[src/rtl/alu_issue_ctrl_if.sv]
// alu_issue_ctrl_if: decode/issue/register-file/write-back bundle for alu_issue_ctrl.
//   slave  : view taken by alu_issue_ctrl (accepts decode ops, drives issue fields)
//   master : view taken by the surrounding pipeline (or a bench)
//   dec_*   decoded op offer and ready
//   rf_*    register-file read port for the head entry
//   issue_* head op toward the ALU, alu_ready handshake
//   wb_*    write-back completion that releases scoreboard bits
//   flush   discard queued ops and scoreboard; stall_cnt is the stall counter
interface alu_issue_ctrl_if #(
    parameter int unsigned XLEN = 32
);
    logic            dec_valid;
    logic            dec_ready;
    logic [1:0]      dec_unit;
    logic [2:0]      dec_sub_unit;
    logic [3:0]      dec_sel;
    logic [4:0]      dec_rs1_idx;
    logic [4:0]      dec_rs2_idx;
    logic            dec_use_rs1;
    logic            dec_use_rs2;
    logic [4:0]      dec_rd;
    logic [XLEN-1:0] dec_pc;
    logic [XLEN-1:0] dec_imm;
    logic            dec_imm_sel;
    logic            dec_j_instr;

    logic [4:0]      rf_rs1_idx;
    logic [4:0]      rf_rs2_idx;
    logic [XLEN-1:0] rf_rs1_data;
    logic [XLEN-1:0] rf_rs2_data;

    logic            issue_valid;
    logic            alu_ready;
    logic [1:0]      issue_unit;
    logic [2:0]      issue_sub_unit;
    logic [3:0]      issue_sel;
    logic [4:0]      issue_rd;
    logic [XLEN-1:0] issue_pc;
    logic [XLEN-1:0] issue_imm;
    logic            issue_imm_sel;
    logic            issue_j_instr;
    logic [XLEN-1:0] issue_rs1;
    logic [XLEN-1:0] issue_rs2;

    logic            wb_valid;
    logic [4:0]      wb_rd;
    logic            flush;
    logic [31:0]     stall_cnt;

    modport slave (
        input  dec_valid, dec_unit, dec_sub_unit, dec_sel, dec_rs1_idx, dec_rs2_idx,
               dec_use_rs1, dec_use_rs2, dec_rd, dec_pc, dec_imm, dec_imm_sel, dec_j_instr,
        output dec_ready,
        output rf_rs1_idx, rf_rs2_idx,
        input  rf_rs1_data, rf_rs2_data,
        output issue_valid, issue_unit, issue_sub_unit, issue_sel, issue_rd, issue_pc,
               issue_imm, issue_imm_sel, issue_j_instr, issue_rs1, issue_rs2,
        input  alu_ready, wb_valid, wb_rd, flush,
        output stall_cnt
    );

    modport master (
        output dec_valid, dec_unit, dec_sub_unit, dec_sel, dec_rs1_idx, dec_rs2_idx,
               dec_use_rs1, dec_use_rs2, dec_rd, dec_pc, dec_imm, dec_imm_sel, dec_j_instr,
        input  dec_ready,
        input  rf_rs1_idx, rf_rs2_idx,
        output rf_rs1_data, rf_rs2_data,
        input  issue_valid, issue_unit, issue_sub_unit, issue_sel, issue_rd, issue_pc,
               issue_imm, issue_imm_sel, issue_j_instr, issue_rs1, issue_rs2,
        output alu_ready, wb_valid, wb_rd, flush,
        input  stall_cnt
    );
endinterface

[src/rtl/alu_issue_ctrl.sv]
// alu_issue_ctrl: in-order ALU issue stage with a small op FIFO and a
// 32-entry busy scoreboard (RAW and WAW interlock, no forwarding).
//   clk  : clock, all state on rising edge
//   rst  : synchronous active-high reset (flush plus stall counter clear)
//   bus  : alu_issue_ctrl_if.slave (decode in, issue out, rf read, write-back, flush)
module alu_issue_ctrl #(
    parameter int unsigned XLEN   = 32,
    parameter int unsigned QDEPTH = 2
) (
    input  logic             clk,
    input  logic             rst,
    alu_issue_ctrl_if.slave  bus
);
    localparam int unsigned AW   = (QDEPTH > 1) ? $clog2(QDEPTH) : 1;
    localparam int unsigned PW   = AW + 1;
    localparam int unsigned NREG = 32;

    typedef struct packed {
        logic [1:0]      unit;
        logic [2:0]      sub_unit;
        logic [3:0]      sel;
        logic [4:0]      rs1_idx;
        logic [4:0]      rs2_idx;
        logic            use_rs1;
        logic            use_rs2;
        logic [4:0]      rd;
        logic [XLEN-1:0] pc;
        logic [XLEN-1:0] imm;
        logic            imm_sel;
        logic            j_instr;
    } entry_t;

    entry_t          mem_q [QDEPTH];
    entry_t          dec_entry_c;
    entry_t          head_c;
    logic [PW-1:0]   wr_ptr_q, wr_ptr_d;
    logic [PW-1:0]   rd_ptr_q, rd_ptr_d;
    logic [NREG-1:0] busy_q, busy_d;
    logic [31:0]     stall_q, stall_d;

    logic empty_c, full_c, hazard_c, valid_c, fire_c, drop_c, enq_c, deq_c;

    assign dec_entry_c = '{
        unit:     bus.dec_unit,
        sub_unit: bus.dec_sub_unit,
        sel:      bus.dec_sel,
        rs1_idx:  bus.dec_rs1_idx,
        rs2_idx:  bus.dec_rs2_idx,
        use_rs1:  bus.dec_use_rs1,
        use_rs2:  bus.dec_use_rs2,
        rd:       bus.dec_rd,
        pc:       bus.dec_pc,
        imm:      bus.dec_imm,
        imm_sel:  bus.dec_imm_sel,
        j_instr:  bus.dec_j_instr
    };

    assign head_c  = mem_q[rd_ptr_q[AW-1:0]];
    assign empty_c = (rd_ptr_q == wr_ptr_q);
    assign full_c  = (rd_ptr_q[AW-1:0] == wr_ptr_q[AW-1:0]) && (rd_ptr_q[PW-1] != wr_ptr_q[PW-1]);

    // Last term holds the head while an older write to the same rd is in flight (WAW).
    assign hazard_c = (head_c.use_rs1 && (head_c.rs1_idx != 5'd0) && busy_q[head_c.rs1_idx])
                   || (head_c.use_rs2 && (head_c.rs2_idx != 5'd0) && busy_q[head_c.rs2_idx])
                   || ((head_c.rd != 5'd0) && busy_q[head_c.rd]);

    assign valid_c = !empty_c && !hazard_c && !bus.flush && (head_c.unit == 2'd0);
    assign fire_c  = valid_c && bus.alu_ready;
    // Non-ALU ops are discarded from the head without touching the scoreboard.
    assign drop_c  = !empty_c && !bus.flush && (head_c.unit != 2'd0);
    assign enq_c   = bus.dec_valid && !full_c && !bus.flush;
    assign deq_c   = fire_c || drop_c;

    // Next-state: pointers, scoreboard (set beats clear), saturating stall counter.
    always_comb begin
        wr_ptr_d = wr_ptr_q;
        rd_ptr_d = rd_ptr_q;
        busy_d   = busy_q;
        stall_d  = stall_q;
        if (bus.flush) begin
            wr_ptr_d = '0;
            rd_ptr_d = '0;
            busy_d   = '0;
        end else begin
            if (enq_c) wr_ptr_d = wr_ptr_q + PW'(1);
            if (deq_c) rd_ptr_d = rd_ptr_q + PW'(1);
            if (bus.wb_valid) busy_d[bus.wb_rd] = 1'b0;
            if (fire_c && (head_c.rd != 5'd0)) busy_d[head_c.rd] = 1'b1;
            if (!empty_c && !valid_c && (stall_q != 32'hFFFF_FFFF)) stall_d = stall_q + 32'd1;
        end
        busy_d[0] = 1'b0;
    end

    always_ff @(posedge clk) begin
        if (rst) begin
            wr_ptr_q <= '0;
            rd_ptr_q <= '0;
            busy_q   <= '0;
            stall_q  <= '0;
        end else begin
            wr_ptr_q <= wr_ptr_d;
            rd_ptr_q <= rd_ptr_d;
            busy_q   <= busy_d;
            stall_q  <= stall_d;
        end
    end

    // Entry storage; cleared on reset so the idle head presents all-zero fields.
    always_ff @(posedge clk) begin
        if (rst) begin
            for (int unsigned i = 0; i < QDEPTH; i++) mem_q[i] <= '0;
        end else if (enq_c) begin
            mem_q[wr_ptr_q[AW-1:0]] <= dec_entry_c;
        end
    end

    assign bus.dec_ready      = !full_c;
    assign bus.rf_rs1_idx     = head_c.rs1_idx;
    assign bus.rf_rs2_idx     = head_c.rs2_idx;
    assign bus.issue_valid    = valid_c;
    assign bus.issue_unit     = head_c.unit;
    assign bus.issue_sub_unit = head_c.sub_unit;
    assign bus.issue_sel      = head_c.sel;
    assign bus.issue_rd       = head_c.rd;
    assign bus.issue_pc       = head_c.pc;
    assign bus.issue_imm      = head_c.imm;
    assign bus.issue_imm_sel  = head_c.imm_sel;
    assign bus.issue_j_instr  = head_c.j_instr;
    assign bus.issue_rs1      = (head_c.rs1_idx == 5'd0) ? '0 : bus.rf_rs1_data;
    assign bus.issue_rs2      = (head_c.rs2_idx == 5'd0) ? '0 : bus.rf_rs2_data;
    assign bus.stall_cnt      = stall_q;
endmodule

[src/flat_wrapper.sv]
// flat-port wrapper written by rule: the top's interface ports become plain ports
module alu_issue_ctrl_flat 
#(
    parameter int unsigned XLEN   = 32,
    parameter int unsigned QDEPTH = 2
)
  (clk, rst, bus_dec_valid, bus_dec_unit, bus_dec_sub_unit, bus_dec_sel, bus_dec_rs1_idx, bus_dec_rs2_idx, bus_dec_use_rs1, bus_dec_use_rs2, bus_dec_rd, bus_dec_pc, bus_dec_imm, bus_dec_imm_sel, bus_dec_j_instr, bus_dec_ready, bus_rf_rs1_idx, bus_rf_rs2_idx, bus_rf_rs1_data, bus_rf_rs2_data, bus_issue_valid, bus_issue_unit, bus_issue_sub_unit, bus_issue_sel, bus_issue_rd, bus_issue_pc, bus_issue_imm, bus_issue_imm_sel, bus_issue_j_instr, bus_issue_rs1, bus_issue_rs2, bus_alu_ready, bus_wb_valid, bus_wb_rd, bus_flush, bus_stall_cnt);
  alu_issue_ctrl_if #(.XLEN(XLEN)) bus_i ();
  input  logic clk;
  input  logic rst;
  input wire logic [$bits(bus_i.dec_valid)-1:0] bus_dec_valid;
  input wire logic [$bits(bus_i.dec_unit)-1:0] bus_dec_unit;
  input wire logic [$bits(bus_i.dec_sub_unit)-1:0] bus_dec_sub_unit;
  input wire logic [$bits(bus_i.dec_sel)-1:0] bus_dec_sel;
  input wire logic [$bits(bus_i.dec_rs1_idx)-1:0] bus_dec_rs1_idx;
  input wire logic [$bits(bus_i.dec_rs2_idx)-1:0] bus_dec_rs2_idx;
  input wire logic [$bits(bus_i.dec_use_rs1)-1:0] bus_dec_use_rs1;
  input wire logic [$bits(bus_i.dec_use_rs2)-1:0] bus_dec_use_rs2;
  input wire logic [$bits(bus_i.dec_rd)-1:0] bus_dec_rd;
  input wire logic [$bits(bus_i.dec_pc)-1:0] bus_dec_pc;
  input wire logic [$bits(bus_i.dec_imm)-1:0] bus_dec_imm;
  input wire logic [$bits(bus_i.dec_imm_sel)-1:0] bus_dec_imm_sel;
  input wire logic [$bits(bus_i.dec_j_instr)-1:0] bus_dec_j_instr;
  output wire logic [$bits(bus_i.dec_ready)-1:0] bus_dec_ready;
  output wire logic [$bits(bus_i.rf_rs1_idx)-1:0] bus_rf_rs1_idx;
  output wire logic [$bits(bus_i.rf_rs2_idx)-1:0] bus_rf_rs2_idx;
  input wire logic [$bits(bus_i.rf_rs1_data)-1:0] bus_rf_rs1_data;
  input wire logic [$bits(bus_i.rf_rs2_data)-1:0] bus_rf_rs2_data;
  output wire logic [$bits(bus_i.issue_valid)-1:0] bus_issue_valid;
  output wire logic [$bits(bus_i.issue_unit)-1:0] bus_issue_unit;
  output wire logic [$bits(bus_i.issue_sub_unit)-1:0] bus_issue_sub_unit;
  output wire logic [$bits(bus_i.issue_sel)-1:0] bus_issue_sel;
  output wire logic [$bits(bus_i.issue_rd)-1:0] bus_issue_rd;
  output wire logic [$bits(bus_i.issue_pc)-1:0] bus_issue_pc;
  output wire logic [$bits(bus_i.issue_imm)-1:0] bus_issue_imm;
  output wire logic [$bits(bus_i.issue_imm_sel)-1:0] bus_issue_imm_sel;
  output wire logic [$bits(bus_i.issue_j_instr)-1:0] bus_issue_j_instr;
  output wire logic [$bits(bus_i.issue_rs1)-1:0] bus_issue_rs1;
  output wire logic [$bits(bus_i.issue_rs2)-1:0] bus_issue_rs2;
  input wire logic [$bits(bus_i.alu_ready)-1:0] bus_alu_ready;
  input wire logic [$bits(bus_i.wb_valid)-1:0] bus_wb_valid;
  input wire logic [$bits(bus_i.wb_rd)-1:0] bus_wb_rd;
  input wire logic [$bits(bus_i.flush)-1:0] bus_flush;
  output wire logic [$bits(bus_i.stall_cnt)-1:0] bus_stall_cnt;
  assign bus_i.dec_valid = bus_dec_valid;
  assign bus_i.dec_unit = bus_dec_unit;
  assign bus_i.dec_sub_unit = bus_dec_sub_unit;
  assign bus_i.dec_sel = bus_dec_sel;
  assign bus_i.dec_rs1_idx = bus_dec_rs1_idx;
  assign bus_i.dec_rs2_idx = bus_dec_rs2_idx;
  assign bus_i.dec_use_rs1 = bus_dec_use_rs1;
  assign bus_i.dec_use_rs2 = bus_dec_use_rs2;
  assign bus_i.dec_rd = bus_dec_rd;
  assign bus_i.dec_pc = bus_dec_pc;
  assign bus_i.dec_imm = bus_dec_imm;
  assign bus_i.dec_imm_sel = bus_dec_imm_sel;
  assign bus_i.dec_j_instr = bus_dec_j_instr;
  assign bus_dec_ready = bus_i.dec_ready;
  assign bus_rf_rs1_idx = bus_i.rf_rs1_idx;
  assign bus_rf_rs2_idx = bus_i.rf_rs2_idx;
  assign bus_i.rf_rs1_data = bus_rf_rs1_data;
  assign bus_i.rf_rs2_data = bus_rf_rs2_data;
  assign bus_issue_valid = bus_i.issue_valid;
  assign bus_issue_unit = bus_i.issue_unit;
  assign bus_issue_sub_unit = bus_i.issue_sub_unit;
  assign bus_issue_sel = bus_i.issue_sel;
  assign bus_issue_rd = bus_i.issue_rd;
  assign bus_issue_pc = bus_i.issue_pc;
  assign bus_issue_imm = bus_i.issue_imm;
  assign bus_issue_imm_sel = bus_i.issue_imm_sel;
  assign bus_issue_j_instr = bus_i.issue_j_instr;
  assign bus_issue_rs1 = bus_i.issue_rs1;
  assign bus_issue_rs2 = bus_i.issue_rs2;
  assign bus_i.alu_ready = bus_alu_ready;
  assign bus_i.wb_valid = bus_wb_valid;
  assign bus_i.wb_rd = bus_wb_rd;
  assign bus_i.flush = bus_flush;
  assign bus_stall_cnt = bus_i.stall_cnt;
  alu_issue_ctrl #(.XLEN(XLEN), .QDEPTH(QDEPTH)) u_core (.clk(clk), .rst(rst), .bus(bus_i));
endmodule
[config.mk]
export PLATFORM = sky130hd
export DESIGN_NAME = alu_issue_ctrl_flat
export DESIGN_NICKNAME = d
export VERILOG_FILES = /design/src/rtl/alu_issue_ctrl_if.sv /design/src/rtl/alu_issue_ctrl.sv /design/src/flat_wrapper.sv
export SDC_FILE = /design/constraint.sdc
export NUM_CORES = 1
export LEC_CHECK = 0
export ABC_CLOCK_PERIOD_IN_PS = 13400
export CORE_MARGIN = 1.5
export CORE_UTILIZATION = 53
export DETAILED_ROUTE_END_ITERATION = 8
export GPL_TIMING_DRIVEN = 0
export PLACE_DENSITY = 0.87
export SYNTH_ARGS = -nofsm -noshare
export SYNTH_HDL_FRONTEND = slang
export SYNTH_SLANG_ARGS = --single-unit
[constraint.sdc]
create_clock -name clk -period 13.4 [get_ports clk]
set_clock_uncertainty 0.05 [all_clocks]
set_input_delay 2.01 -clock clk [delete_from_list [all_inputs] [get_ports clk]]
set_output_delay 2.01 -clock clk [all_outputs]
set_load 0.01 [all_outputs]
# Word level (Yosys, flattened, before mapping)
# Memory sizes are Yosys's and may differ from the RTL's. A register that Yosys moved wholly into a read port is not among the register bits.
# Cells that the tools add are included.
[classes]
n_addsub = 3
n_mul = 0
div = 0
order_cmp = 6
eq_ne = 4
shift = 0
muxes = 25
bitwise = 4
n_reduce_logical = 37
[op_table]
columns = ["operator", "n"]
rows = [
  ["2-to-1 mux 32 bit", 5],
  ["2-to-1 mux 92 bit", 1],
  ["OR reduction 92 bit", 1],
  ["adder 32 x 1 -> 32 bit (second input constant)", 1],
  ["bitwise AND 32 bit", 1],
  ["!= test 32 bit (second input constant)", 1],
  ["inverter 32 bit", 1],
  ["OR 32 bit", 1],
  ["less-than comparator 5 x 6 -> 1 bit (second input constant)", 4],
  ["logical AND 1 bit", 19],
  ["binary-select mux 1 bit (select 5 bit)", 3],
  ["nonzero test 5 bit", 3],
  ["2-to-1 mux 1 bit", 14],
  ["demux 1 bit (select 5 bit)", 2],
  [">= comparator 5 x 1 -> 1 bit (second input constant)", 2],
  ["zero test 5 bit", 2],
  ["zero test 1 bit", 5],
  ["adder 2 x 1 -> 2 bit (second input constant)", 2],
  ["logical OR 1 bit", 3],
  ["== test 2 bit", 1],
  ["zero test 2 bit", 1],
  ["AND reduction 2 bit", 1],
  ["nonzero test 2 bit", 1],
  ["OR reduction 2 bit", 1],
  ["other kinds (3)", 3],
]
[word_totals]
regBits = 68
latch_bits = 0
ramBits = 184
rom_bits = 0
out_inout_bits = 188
wordCells = 85
n_memories = 1
[mem_list]
columns = ["name", "words", "word_bits", "rd", "rd_ports_with_merged_regs", "wr", "line_no", "rtl"]
rows = [
  ["u_core.mem_q", 2, 92, 1, 1, 2, "alu_issue_ctrl.sv:33", "entry_t mem_q [QDEPTH];"],
]

# Longest topological paths before layout
# Gate-level depths: netlist (run 1).
[depth]
word_depth = 13
mapped_depth = 15

# Worst setup path after synthesis (run 1)
# No wires, ideal clock.
[synth_timing]
kind = "input to register"
startpoint = "in bus_dec_valid"
endpoint = "mem u_core.mem_q[1][0] (netlist bit) (enable)"
t_arrival_ns = 6.409
t_required_ns = 12.788
slack_ns = 6.379
stages = 2
n_path_buf = 0
path_cell_list = "nand3_1 -> o21bai_1"
[synth_lines]
columns = ["item", "line_no", "rtl"]
rows = [
  ["start: declaration", "flat_wrapper.sv:11", "input wire logic [$bits(bus_i.dec_valid)-1:0] bus_dec_valid;"],
  ["end: declaration", "alu_issue_ctrl.sv:33", ""],
]

==> results of run 1 <==
metrics by stage:
stage	power, µW	utilization (%)
final	1850	73.9
after global routing	1900	73.9
after CTS	1850	73.9
after detailed placement	1170	70.5
after global placement	1160	70.1
after floorplan	1010	-
flip-flops by register name, summed over array words and instances (netlist names), named ones only:
signal	cells
u_core.busy_q	31
u_core.bus.stall_cnt	32
u_core.rd_ptr_q	2
u_core.mem_q	184
u_core.wr_ptr_q	2
power breakdown:
| group | total (µW) | internal, µW | switching, µW |
|---|---|---|---|
| clock | 693 | 384 | 309 |
| sequential | 881 | 868 | 12.7 |
| combinational | 271 | 148 | 124 |
kinds of logic (layout without fill, tap and decap cells):
family	Yosys count	count (layout)	share of synthesized area (%)
AND/OR/NAND/NOR	525	525	23.6
flip-flops	252	252	52.9
AO/OA/AOI/OAI	187	187	8.98
multiplexers	125	125	11.2
buffers and inverters	86	493	2.84
XOR/XNOR	5	5	0.337
adder cells (fa/ha/maj)	1	1	0.0962
other	0	2	0
placed cells by master, fill, tap and decap left out, types with 7 or more instances in the layout:
| cell type | Yosys | layout |
|---|---|---|
| nor3_1 | 12 | 12 |
| nand3_1 | 37 | 37 |
| edfxtp_1 | 184 | 184 |
| a21oi_1 | 46 | 46 |
| and2_1 | 186 | 186 |
| and3_1 | 14 | 14 |
| o22ai_1 | 14 | 14 |
| o21ai_0 | 56 | 56 |
| nand2b_1 | 18 | 18 |
| buf_2 | 10 | 10 |
| clkbuf_16 | 0 | 27 |
| mux2_2 | 95 | 95 |
| o211ai_1 | 17 | 17 |
| clkdlybuf4s50_1 | 0 | 353 |
| nand4_1 | 14 | 14 |
| or3_1 | 19 | 19 |
| a31oi_1 | 7 | 7 |
| nand2_1 | 50 | 50 |
| clkbuf_1 | 49 | 54 |
| inv_1 | 16 | 16 |
| nor2b_1 | 91 | 91 |
| nor2_1 | 41 | 41 |
| mux2i_1 | 23 | 23 |
| dfxtp_1 | 68 | 68 |
| clkinv_2 | 0 | 9 |
synth_stat cells, types with 7 or more instances:
cell type / instances
o21ai_0: 56
nand2b_1: 18
mux2_2: 95
nand2_1: 50
nor2b_1: 91
a21oi_1: 46
o22ai_1: 14
dfxtp_1: 68
clkbuf_1: 49
edfxtp_1: 184
o211ai_1: 17
nand4_1: 14
and2_1: 186
nand3_1: 37
buf_2: 10
nor2_1: 41
a31oi_1: 7
nor3_1: 12
or3_1: 19
mux2i_1: 23
inv_1: 16
and3_1: 14
area by class of cell:
cell class / instances / area (µm²)
sequential: 252 / 6890
fill: 1655 / 6300
multi-input combinational: 843 / 5760
timing repair buffer: 357 / 3630
clock buffer: 35 / 727
tap: 324 / 405
buffer: 68 / 302
clock inverter: 15 / 87.6
inverter: 18 / 67.6
antenna: 2 / 5.00
worst min-delay path by stage:
| stage | slack, ps | cells past startpoint | endpoint |
|---|---|---|---|
| 2_1_floorplan | 420 | 2 | u_core.busy_q[15] |
| 3_3_place_gp | 430 | 2 | u_core.bus.stall_cnt[25] |
| 3_5_place_dp | 440 | 2 | u_core.bus.stall_cnt[25] |
| 4_1_cts | 450 | 2 | u_core.bus.stall_cnt[25] |
| 5_1_grt | 480 | 2 | u_core.bus.stall_cnt[25] |
| 6_report | 450 | 2 | u_core.bus.stall_cnt[25] |
per-layer routing:
layer	track usage (%)	part of all wire [%]	up-vias
met4	7.80	2.7	2
met2	49.3	48	497
li1	-	-	5054
met5	0	0.034	-
met3	7.66	9.6	79
met1	38.8	39	5212
worst reg2reg max path, stage by stage (launching register included):
cell	delay, ps
dfxtp_1	320
buf_6	180
mux2i_1	770
inv_2	240
a31oi_1	220
o21ai_0	120
and3b_1	200
nor3b_1	500
and2_4	260
buf_6	140
buf_6	160
nand3_2	220
o21ai_0	250
==> results.md, run 1 <==
- Reg2Reg Depth: 12
- Final antenna-violating net count: 0
- Critical-path cell list: buf_6, mux2i_1, inv_2, a31oi_1, o21ai_0, and3b_1, nor3b_1, and2_4, buf_2, buf_2, clkdlybuf4s50_1
- Worst slew margin relative to its limit: 39.3%
- Startpoint types: flip-flop
- Die area: 25500 µm²
- Critical Path RT: 11340 ps
- Synth unique cells: 67
- I/O pins: 355
- Initial antenna violation count: 3
- Max FO, Critical Path: 10
- CTS resizes: 0
- Setup TNS: 0 ps
- Seq/Total Area, Yosys: 52.9%
- Worst Path Arrival: 4370 ps
- CTS Buf Count: 27
- Area growth, synth to finish: 37.4%
- Vias per inst: 5.67
- CTS Sinks: 252
- Finished Layout Cells: 1914
- P per Cell Area: 103 nW/µm²
- Gate Count Post-Synth: 1181
- CTS Buffer Depth: 3
- Slew Limit Fails: 0
- Crit path capture type: primary output
- Beginning of the worst hold path: u_core.bus.stall_cnt[25]
- Largest net degree at the start of global routing: 50
- GRT Util Overall: 29.7%
- Syn_area_per_cell: 11.0 µm²
- Min Hold Slack: 454 ps
- CP peak stage delay: 760 ps
- Min cycle time layout: 6430 ps
- Worst Tran Pin Value: 886 ps
- Die Span X: 160 µm
- Post-CTS Hold Buffers: 0
- Grt ovf: 0
- Final Cell Area: 17900 µm²
- Endpoint of the worst setup timing path: bus_issue_valid
- CP Buf/Inv Count: 5
- Core area: 24200 µm²
- Max-cap violations: 0
- Vias: 10844
- Most numerous cell on the critical path: buf_2
- Synth warn: 0
- DRT Wirelength: 38.6 mm
- Placed wire-length estimate: 28.3 mm
- CP Depth: 11
- Setup WS pre-CTS: 7080 ps
- Starting Density: 53.8%
- CTS tree: yes
- Post-layout net count: 1735
- First-pass GRT wire length: 59.5 mm
- Fmax: 156 MHz
- Fin crit share: 48.0%
- Dominant synthesized flop cell: edfxtp_1
- PortBufs: 353
- Final setup fails: 0
- Post-synth EDFFs: 184
- Slowest cell on crit path: mux2i_1
- # H-tree levels: 1
- Post-CTS Repair Setup Buffers: 0
- CTS clk-pin slew, worst paths: 60 ps
- Clk root buf: clkbuf_16
- Rows: 57
- Hold crit path type: reg2reg
- CP top delay family: buffers and inverters
- Mapped Area: 13000 µm²
- GP Congestion: 0.968
- Placed inst area: 17100 µm²
- First DRT Iteration DRCs: 913
- Initial DRT Pass Iterations: 5
- Drt drc: 0
- Worst R2R Setup Slack: 9690 ps
- Status: complete, no violations
- DIE HEIGHT: 160 µm
- Max rail drop VDD: 119 µV
- Kind of critical path: reg2out
- RR Endpoint: u_core.busy_q[9]
- Synth area leaders: edfxtp_1 42%, dfxtp_1 10%, and2_1 8.9%
- Vias in the first global route: 10626
- RSZ-0062 raised after global routing: no
- Yosys top cell area share: 42.5%
- Seq cells post-synth: 252
- Final worst setup slack: 6970 ps
- Clk_lat worst skew: 550 ps
- Hold Vio Cnt, Final: 0
- Placed cells: 1862
- Layout cell share with drive strength beyond 1: 11.6%
- Routed len/inst: 20.2 µm
- Cell taking the most area after synthesis: edfxtp_1
- Ys async rst share: 0%
- Leakage power: 0.00650 µW
- Syn nets: 1349
Power figures use the tool's default switching activity.
==> inputs of run 2 (changes only) <==
ABC_CLOCK_PERIOD_IN_PS = 5550   (was 13400)
CORE_UTILIZATION = 44   (was 53)
PLACE_DENSITY = 0.77   (was 0.87)
clock period = 5.55 ns   (was 13.4 ns; I/O delays follow)
==> run 2 against run 1 <==
  * Sequential power rose by 140%
  * Global-route usage fell by 5.0 points
  * First-iteration DRC count fell by 15%
  * Flip-flop and latch count did not move
  * Clock-buffer cell count rose by 1
  * Non-clock buffer count did not move
==> results.md, run 2 (same netlist as run 1, synthesis figures left out) <==
- Hold Vio Cnt, Final: 0
- Critical-path cell list: buf_6, buf_2, buf_2, mux2_2, or2_2, o21bai_1, nor3b_1, and2_4, buf_2, buf_2, clkdlybuf4s50_1
- Most frequent cells in the layout: 353 x clkdlybuf4s50_1, 186 x and2_1, 184 x edfxtp_1
- Final setup fails: 0
- P per Cell Area: 248 nW/µm²
- CTS resizes: 0
- CTS Buffer Depth: 3
- Commonest non-fill, non-tap cell in the layout: clkdlybuf4s50_1
- Starting Density: 44.9%
- PortBufs: 353
- Register area: 6890 µm²
- Kind of critical path: reg2out
- Drt drc: 0
- Fin util: 62.0%
- Post-CTS Repair Setup Buffers: 0
- Vias per inst: 5.43
- Initial antenna violation count: 1
- Critical Path RT: 4670 ps
- Layout cell share with drive strength beyond 1: 11.3%
- Startpoint types: flip-flop
- Clk_lat worst skew: 540 ps
- Slowest cell on crit path: nor3b_1
- M2 GR Usage: 39.8%
- Worst slew margin relative to its limit: 38.3%
- RSZ-0062 raised after global routing: no
- Worst Tran Pin Value: 917 ps
- Fillers: 2340
- Slew Limit Fails: 0
- CP peak stage delay: 570 ps
- DIE HEIGHT: 175 µm
- Rows: 62
- Max-cap violations: 0
- GRT Util Overall: 24.7%
- CTS Sinks: 252
- Die Span X: 175 µm
- Gr busiest metal: met2
- Met3 usage: 6.07%
- Worst Path Arrival: 4440 ps
- Number of flip-flops in the largest register: 184
- Largest net degree at the start of global routing: 57
- First DRT Iteration DRCs: 775
- Vias in the first global route: 10732
- Most numerous cell on the critical path: buf_2
- Placed wire-length estimate: 28.7 mm
- Clk root buf: clkbuf_16
- Grt ovf: 0
- First-pass GRT wire length: 59.9 mm
- Initial DRT Pass Iterations: 5
- Crit path capture type: primary output
- Finished Layout Cells: 1971
- Post-layout net count: 1735
- Leakage power: 0.00649 µW
- Routed len/inst: 19.7 µm
- Met1 usage: 32.9%
- Min cycle time layout: 5320 ps
- I/O pins: 355
- DRT Wirelength: 38.8 mm
- Final antenna-violating net count: 0
- Status: complete, no violations
- Max rail drop VDD: 297 µV
- Post-CTS Hold Buffers: 0
- Fmax: 188 MHz
- Vias: 10705
- CTS clk-pin slew, worst paths: 60 ps
- CTS tree: yes
- Largest Register: u_core.mem_q
- Hold crit path type: reg2reg
- Worst R2R Setup Slack: 1770 ps
- Core area: 28900 µm²
- Placed cells: 1922
- Area growth, synth to finish: 37.9%
- Fin crit share: 95.9%
- Multi-input gate area: 5760 µm²
- # H-tree levels: 1
- GP Congestion: 0.973
- Die area: 30600 µm²
- Max FO, Critical Path: 10
- CTS Buf Count: 27
[run 2: final timing paths]
kind / startpoint / endpoint / depth (start not counted)
setup / recovery: flip-flop / bus_issue_valid / 11
hold / removal: u_core.bus.stall_cnt[15] / u_core.bus.stall_cnt[15] / 2
setup reg to reg: flip-flop / u_core.busy_q[19] / 12
hold reg to reg: u_core.bus.stall_cnt[15] / u_core.bus.stall_cnt[15] / 2
[run 2: final cells by class]
class                           instances  area share [%]
Sequential cell                       252            38.4
Timing Repair Buffer                  357            20.2
Clock buffer                           36            4.12
Inverter                               18           0.377
Antenna cell                            1          0.0140
Clock inverter                         12           0.391
Tap cell                              384            2.68
Buffer                                 68            1.68
Multi-Input combinational cell        843            32.1
[run 2: through the flow]
step                      hold WS, ps  area, µm²  setup TNS [ps]  total power, µW  setup WS, ps
after detailed placement          444      17100               0             2810           844
final                             453      17900               0             4450           230
after global placement            439      17000          -24790             2800          -278
after global routing              500      17900               0             4600          70.5
after CTS                         455      17900               0             4470           259
after floorplan                   424      13000               0             2430          1670
[run 2: power by group]
group / switching [µW] / internal, µW / total, µW
sequential: 31.1 / 2100 / 2130
combinational: 295 / 356 / 651
clock: 736 / 933 / 1670
total: 1060 / 3380 / 4450
[run 2: worst max-delay path, delay by kind of cell (launching register included)]
kind / cells / cell delay (ps)
compound gates: 1 / 170
flops: 1 / 330
simple gates: 3 / 1200
buf+inv: 6 / 1800
mux: 1 / 380
[run 2: layer usage]
layer,routed length [µm],up-vias
met5,0,-
met4,1190,0
met3,3080,71
met2,18100,400
met1,16400,5174
li1,-,5060
